===== config.mk =====
export PLATFORM = sky130hd
export DESIGN_NAME = cpu_bus_arbiter_flat
export DESIGN_NICKNAME = d
export VERILOG_FILES = /design/src/rtl/cpu65_pkg.sv /design/src/rtl/cpu_bus_arbiter_if.sv /design/src/rtl/cpu_bus_arbiter_rr_pick.sv /design/src/rtl/cpu_bus_arbiter.sv /design/src/flat_wrapper.sv
export SDC_FILE = /design/constraint.sdc
export NUM_CORES = 1
export LEC_CHECK = 0
export ABC_AREA = 1
export BUFFER_PORTS_ARGS = -buffer_cell sky130_fd_sc_hd__buf_2
export CORE_MARGIN = 3
export CORE_UTILIZATION = 35
export DETAILED_ROUTE_END_ITERATION = 8
export GPL_TIMING_DRIVEN = 0
export PLACE_DENSITY = 0.63
export SLEW_MARGIN = 5
export SYNTH_ARGS = -nofsm -noshare
export SYNTH_HDL_FRONTEND = slang
export SYNTH_SLANG_ARGS = --single-unit

===== constraint.sdc =====
create_clock -name phi2 -period 1.3 [get_ports phi2]
set_input_delay 0.13 -clock phi2 [delete_from_list [all_inputs] [get_ports phi2]]
set_output_delay 0.13 -clock phi2 [all_outputs]
set_load 0.02 [all_outputs]

===== src/rtl/cpu65_pkg.sv =====
// cpu65_pkg: shared types and width helpers for the 65C02 bus arbiter.
//   arb_state_t : bus ownership FSM states
//   cnt_w(n)    : bits needed to hold values 0..n (min 1)
//   idx_w(n)    : bits needed to index n items (min 1)
package cpu65_pkg;

   typedef enum logic [1:0] {
      CPU_OWN = 2'd0,
      HALT    = 2'd1,
      DMA_OWN = 2'd2,
      RELEASE = 2'd3
   } arb_state_t;

   function automatic int cnt_w(input int max_val);
      return (max_val < 2) ? 1 : $clog2(max_val + 1);
   endfunction

   function automatic int idx_w(input int n);
      return (n < 2) ? 1 : $clog2(n);
   endfunction

endpackage


===== src/rtl/cpu_bus_arbiter_if.sv =====
// cpu_bus_arbiter_if: bus-sharing signals between the arbiter and the
// CPU / DMA requesters.
//   mlb      : CPU memory lock (active low, RMW in progress)
//   req      : per-requester level request
//   gnt      : one-hot grant
//   rdy/be   : CPU RDY and BE controls
//   dma_busy : arbiter is not in CPU_OWN
// master = the arbiter, slave = CPU/requester side.
interface cpu_bus_arbiter_if #(
   parameter int NUM_REQ = 2
);
   logic               mlb;
   logic [NUM_REQ-1:0] req;
   logic [NUM_REQ-1:0] gnt;
   logic               rdy;
   logic               be;
   logic               dma_busy;

   modport master (input mlb, req, output gnt, rdy, be, dma_busy);
   modport slave  (output mlb, req, input gnt, rdy, be, dma_busy);
endinterface


===== src/rtl/cpu_bus_arbiter_rr_pick.sv =====
// rr_pick: combinational round-robin picker.
//   req_i    : request vector
//   ptr_i    : highest-priority index this round
//   winner_o : first set request at/after ptr_i, wrapping
//   valid_o  : any request set
module rr_pick
   import cpu65_pkg::*;
#(
   parameter int NUM_REQ = 2
) (
   input  logic [NUM_REQ-1:0]          req_i,
   input  logic [idx_w(NUM_REQ)-1:0]   ptr_i,
   output logic [idx_w(NUM_REQ)-1:0]   winner_o,
   output logic                        valid_o
);
   localparam int PW = idx_w(NUM_REQ);

   logic [PW-1:0] idx;

   // Scan from the farthest offset down so the closest hit to ptr_i is
   // written last and wins.
   always_comb begin
      winner_o = '0;
      valid_o  = 1'b0;
      idx      = '0;
      for (int i = NUM_REQ - 1; i >= 0; i--) begin
         idx = PW'((int'(ptr_i) + i) % NUM_REQ);
         if (req_i[idx]) begin
            winner_o = idx;
            valid_o  = 1'b1;
         end
      end
   end
endmodule


===== src/rtl/cpu_bus_arbiter.sv =====
// cpu_bus_arbiter: shares the 65C02 bus between the CPU and NUM_REQ DMA
// requesters. Stalls the CPU (rdy), floats it (be), grants one requester
// per tenure round-robin, caps tenure length and guarantees the CPU a
// window after each tenure. Never takes the bus during a locked RMW.
//   phi2 : system clock (rising edge)
//   resb : async active-low reset
//   bus  : master modport (mlb, req in; gnt, rdy, be, dma_busy out)
// All outputs are registered, decoded from the next state.
module cpu_bus_arbiter
   import cpu65_pkg::*;
#(
   parameter int NUM_REQ   = 2,
   parameter int MAX_BURST = 16,
   parameter int CPU_MIN   = 4
) (
   input  logic              phi2,
   input  logic              resb,
   cpu_bus_arbiter_if.master bus
);
   localparam int PW = idx_w(NUM_REQ);
   localparam int BW = cnt_w(MAX_BURST);
   localparam int CW = cnt_w(CPU_MIN);

   arb_state_t         state_q, state_d;
   logic [PW-1:0]      rr_ptr_q, rr_ptr_d;
   logic [PW-1:0]      owner_q, owner_d;
   logic [BW-1:0]      burst_cnt_q, burst_cnt_d;
   logic [CW-1:0]      cpu_cnt_q, cpu_cnt_d;
   logic [NUM_REQ-1:0] gnt_q, gnt_d;
   logic               rdy_q, rdy_d;
   logic               be_q, be_d;
   logic               busy_q, busy_d;

   logic [PW-1:0]      winner;
   logic               pick_vld;
   logic               cpu_ok;
   logic               cap_hit;

   rr_pick #(.NUM_REQ(NUM_REQ)) u_pick (
      .req_i    (bus.req),
      .ptr_i    (rr_ptr_q),
      .winner_o (winner),
      .valid_o  (pick_vld)
   );

   // cpu_cnt is loaded with CPU_MIN on entry to CPU_OWN; allowing the
   // takeover decision at 1 makes the CPU window exactly CPU_MIN cycles
   // (and at least the one cycle the RELEASE->CPU_OWN hop always gives).
   assign cpu_ok  = (cpu_cnt_q <= CW'(1));
   assign cap_hit = (MAX_BURST != 0) && (burst_cnt_q == BW'(MAX_BURST - 1));

   // State register
   always_ff @(posedge phi2 or negedge resb) begin
      if (!resb) begin
         state_q     <= CPU_OWN;
         rr_ptr_q    <= '0;
         owner_q     <= '0;
         burst_cnt_q <= '0;
         cpu_cnt_q   <= '0;
         gnt_q       <= '0;
         rdy_q       <= 1'b1;
         be_q        <= 1'b1;
         busy_q      <= 1'b0;
      end else begin
         state_q     <= state_d;
         rr_ptr_q    <= rr_ptr_d;
         owner_q     <= owner_d;
         burst_cnt_q <= burst_cnt_d;
         cpu_cnt_q   <= cpu_cnt_d;
         gnt_q       <= gnt_d;
         rdy_q       <= rdy_d;
         be_q        <= be_d;
         busy_q      <= busy_d;
      end
   end

   // Next-state logic
   always_comb begin
      state_d     = state_q;
      rr_ptr_d    = rr_ptr_q;
      owner_d     = owner_q;
      burst_cnt_d = burst_cnt_q;
      cpu_cnt_d   = cpu_cnt_q;
      case (state_q)
         CPU_OWN: begin
            if (cpu_cnt_q != '0) cpu_cnt_d = cpu_cnt_q - CW'(1);
            // mlb low means a locked RMW: never stall mid-sequence.
            if (|bus.req && bus.mlb && cpu_ok) state_d = HALT;
         end
         HALT: begin
            if (pick_vld) begin
               state_d     = DMA_OWN;
               owner_d     = winner;
               burst_cnt_d = '0;
               rr_ptr_d    = (winner == PW'(NUM_REQ - 1)) ? '0 : winner + PW'(1);
            end else begin
               state_d = CPU_OWN;   // request withdrawn during the halt cycle
            end
         end
         DMA_OWN: begin
            burst_cnt_d = burst_cnt_q + BW'(1);
            if (!bus.req[owner_q] || cap_hit) state_d = RELEASE;
         end
         RELEASE: begin
            state_d   = CPU_OWN;
            cpu_cnt_d = CW'(CPU_MIN);
         end
         default: state_d = CPU_OWN;
      endcase
   end

   // Output decode of the next state, registered above
   always_comb begin
      gnt_d  = '0;
      rdy_d  = 1'b0;
      be_d   = 1'b0;
      busy_d = 1'b1;
      case (state_d)
         CPU_OWN: begin
            rdy_d  = 1'b1;
            be_d   = 1'b1;
            busy_d = 1'b0;
         end
         HALT:    be_d = 1'b1;          // CPU frozen but still driving
         DMA_OWN: gnt_d[owner_d] = 1'b1;
         default: ;                     // RELEASE: bus turnaround, nobody drives
      endcase
   end

   assign bus.gnt      = gnt_q;
   assign bus.rdy      = rdy_q;
   assign bus.be       = be_q;
   assign bus.dma_busy = busy_q;
endmodule

===== src/flat_wrapper.sv =====
// flat-port wrapper written by rule: the top's interface ports become plain ports
module cpu_bus_arbiter_flat import cpu65_pkg::*;
#(
   parameter int NUM_REQ   = 2,
   parameter int MAX_BURST = 16,
   parameter int CPU_MIN   = 4
)
  (phi2, resb, bus_mlb, bus_req, bus_gnt, bus_rdy, bus_be, bus_dma_busy);
  cpu_bus_arbiter_if #(.NUM_REQ(NUM_REQ)) bus_i ();
  input  logic phi2;
  input  logic resb;
  input wire logic [$bits(bus_i.mlb)-1:0] bus_mlb;
  input wire logic [$bits(bus_i.req)-1:0] bus_req;
  output wire logic [$bits(bus_i.gnt)-1:0] bus_gnt;
  output wire logic [$bits(bus_i.rdy)-1:0] bus_rdy;
  output wire logic [$bits(bus_i.be)-1:0] bus_be;
  output wire logic [$bits(bus_i.dma_busy)-1:0] bus_dma_busy;
  assign bus_i.mlb = bus_mlb;
  assign bus_i.req = bus_req;
  assign bus_gnt = bus_i.gnt;
  assign bus_rdy = bus_i.rdy;
  assign bus_be = bus_i.be;
  assign bus_dma_busy = bus_i.dma_busy;
  cpu_bus_arbiter #(.NUM_REQ(NUM_REQ), .MAX_BURST(MAX_BURST), .CPU_MIN(CPU_MIN)) u_core (.phi2(phi2), .resb(resb), .bus(bus_i));
endmodule

==> impl_metrics.ini <==
[sta]
hold_viol = 0
final_max_slew_viol_count = 0
setup_viol = 2
final.min_clock_period_ns = 1.35
clock.fmax_ghz = 0.742
worstMarginPinSlew_ns = 0.371
hold_slack_ns = 0.201
setup_slack_ns = -0.0483
slew_headroom_pct = 75.3
period_share_pct = 104
finClkSkew_ns = 0.00129
rsz0062_at_grt = yes

[power]
power_mw = 2.43
power.density_nw_per_um2 = 2480
p_leak_nw = 0.509
ir_drop_mv = 1.03

[flow_run]
cap_violations = 0

[grt]
grt_pass1_wl_mm = 2.40
first_global_vias = 567
overflow = 0
grt_max_degree = 18
antenna_found_initial = 0
grt_usage_pct = 11.8

[layout]
final_cell_mix = nand2_1, dfrtp_1, inv_1, buf_2, nor2_1
layout_commonest_cell = nand2_1
area_delta_synth_final_pct = 21.6
fillers = 206
finalNonFillerCells = 135
nets = 119
drive_above_1_share_pct = 37.0
antennaDiodeCount = 0

[synthesis]
synthAdderAreaFrac_pct = 7.78
synth_nets = 99
synth_xor_area_share_pct = 0
synth.area.mux_share_pct = 0
synth_cells = 89
synth_top_family_by_area = simple AND/OR/NAND/NOR gates
yosys_warnings = 0
syn_area_um2 = 805
syn_avg_cell_area_um2 = 9.04
synthSimpleGateAreaFrac_pct = 23.6
synth_compound_area_share_pct = 7.47
synth_cell_types = 20
ys_seq_elements = 17
synth-seq-area-share_pct = 53.2

[detailed_routing]
drt-vias-per-instance = 4.48
met1_length_um = 602
drc = 0
dr.first_iter.drc_count = 4
met3_length_um = 66
top_layer = met4
wirelength_mm = 1.37
route.met2.wl_um = 678
ant_nets = 0
wl_per_cell_um = 10.1
drtPass1Iterations = 3
vias = 605

[floorplan]
die_y_um = 53.9
die_area_um2 = 2910
die_x_um = 53.9
io_pins = 10
start_util_pct = 39.0
placementRows = 16
core_area_um2 = 2060

[critical_path]
r2r-start = u_core.burst_cnt_q[0]
startpoint = u_core.burst_cnt_q[0]
worst_path_largest_cell_delay_ns = 0.40
cp_top_family = simple AND/OR/NAND/NOR gates
crit_chain = ha_2, nand2_2, nor2_2, ha_2, inv_2, nand3_2, nand2_2, nand2_2, nor2_4, inv_2
crit_path_end_kind = flip-flop
crit_slowest_cell = dfrtp_1
cp_num_buf_inv = 2
required_ns = 1.49
crit_arrival_ns = 1.54
critPathKind = reg -> reg
cp_max_fo = 2
worstSetupStartpointType = flip-flop
crit_top_cell = nand2_2

[cts]
cts_made_buffers = 3
cts_root_buffer = clkbuf_4
cts_num_sinks = 17
htreeDepth = 1
path_clk_slew_ns = 0.10
clockBufferDepth = 2
clk_latency_ns = 0.28
cts_tree = done

[hold_path]
min-delay-path-class = in -> reg
hold_path.startpoint = bus_req[1]

[outcome]
violations = setup timing
status = complete, but fails checks

[placed_design]
post-place-ws_ns = -0.146
dp_cells = 125
port_buffers = 9
dp_hpwl_um = 991
gp_congestion = 0.705
-- cells by family after synthesis --
| logic type | after synthesis |
|---|---|
| simple gates | 40 |
| buf+inv | 17 |
| compound gates | 10 |
| fa+ha+maj | 5 |
| flops | 17 |
-- where the power goes --
group	internal [mW]	switching [mW]	leakage, nW
Clock	0.114	0.162	0.0177
Combinational	0.479	0.728	0.283
Sequential	0.804	0.142	0.208
Total	1.40	1.03	0.509
-- layout make-up --
cell class | instances | area, um2 | share of cell area [%]
clock buffer | 3 | 22.5 | 2.30
clock inverter | 1 | 5.00 | 0.512
inverter | 17 | 63.8 | 6.52
multi-input combinational | 55 | 333 | 34.0
sequential | 17 | 428 | 43.7
tap | 27 | 33.8 | 3.45
timing repair buffer | 15 | 92.6 | 9.46
-- synth_stat cells --
cell,instances,area [um2]
a21boi_0,1,7.51
a21oi_1,3,15.0
inv_2,4,15.0
o211ai_1,1,7.51
nand3_1,5,25.0
dfstp_2,2,52.6
o21ai_0,1,5.00
inv_1,12,45.0
nand2_1,17,63.8
nand3_2,1,10.0
clkinv_1,1,3.75
nor2_2,3,18.8
ha_1,5,62.6
dfrtp_1,15,375
o21bai_1,1,7.51
nand2_2,5,31.3
o22ai_1,2,12.5
o21ai_1,1,5.00
nand2_4,1,11.3
nor2_1,8,30.0
-- flip-flops by register name, indices dropped and copies added (netlist names) --
register	flops
u_core.rr_ptr_q	1
u_core.burst_cnt_q	5
u_core.cpu_cnt_q	3
u_core.state_q	2
u_core.owner_q	1
u_core.bus.be	1
u_core.bus.dma_busy	1
u_core.bus.gnt	2
u_core.bus.rdy	1
-- what timing repair did --
| item | 4_1_cts | 5_1_grt |
|---|---|---|
| resized for setup | 4 | 1 |
| pin swaps | 3 | 1 |
| endpoints found under the setup margin | 5 | 6 |
| endpoints found under the hold margin | 15 | 0 |
| buffers inserted | 3 | 2 |
| hold buffers | 1 | 0 |
-- final timing paths --
kind                       slack (ns)               endpoint  cells past startpoint
setup / recovery                -0.05    u_core.bus.dma_busy                     10
hold / removal                   0.20         u_core.owner_q                      3
setup reg to reg                -0.05    u_core.bus.dma_busy                     10
hold reg to reg                  0.48  u_core.burst_cnt_q[3]                      1
max in group asynchronous        0.71          u_core.bus.be                      2
min in group asynchronous        0.28    u_core.cpu_cnt_q[2]                      2
-- metrics by stage --
stage | utilization (%) | instance area (um2) | TNS, ns
2_1_floorplan | - | 810 | -0.0388
3_3_place_gp | 43.1 | 888 | -0.306
3_5_place_dp | 43.1 | 888 | -0.299
4_1_cts | 46.6 | 961 | -0.0540
5_1_grt | 47.5 | 978 | -0.216
6_report | 47.5 | 978 | -0.0550
-- routing by layer --
layer | vias up | global-route usage (%)
met5 | - | 0
met1 | 280 | 14.1
met4 | 0 | 7.66
li1 | 314 | -
met2 | 9 | 19.2
met3 | 2 | 2.22
-- worst min-delay path, delay by kind of cell --
kind | cells | cell delay (ns)
AND/OR/NAND/NOR | 1 | 0.09
buffers and inverters | 1 | 0.11
AO/OA/AOI/OAI | 1 | 0.12
No activity file was read; power rests on OpenSTA's default activity.
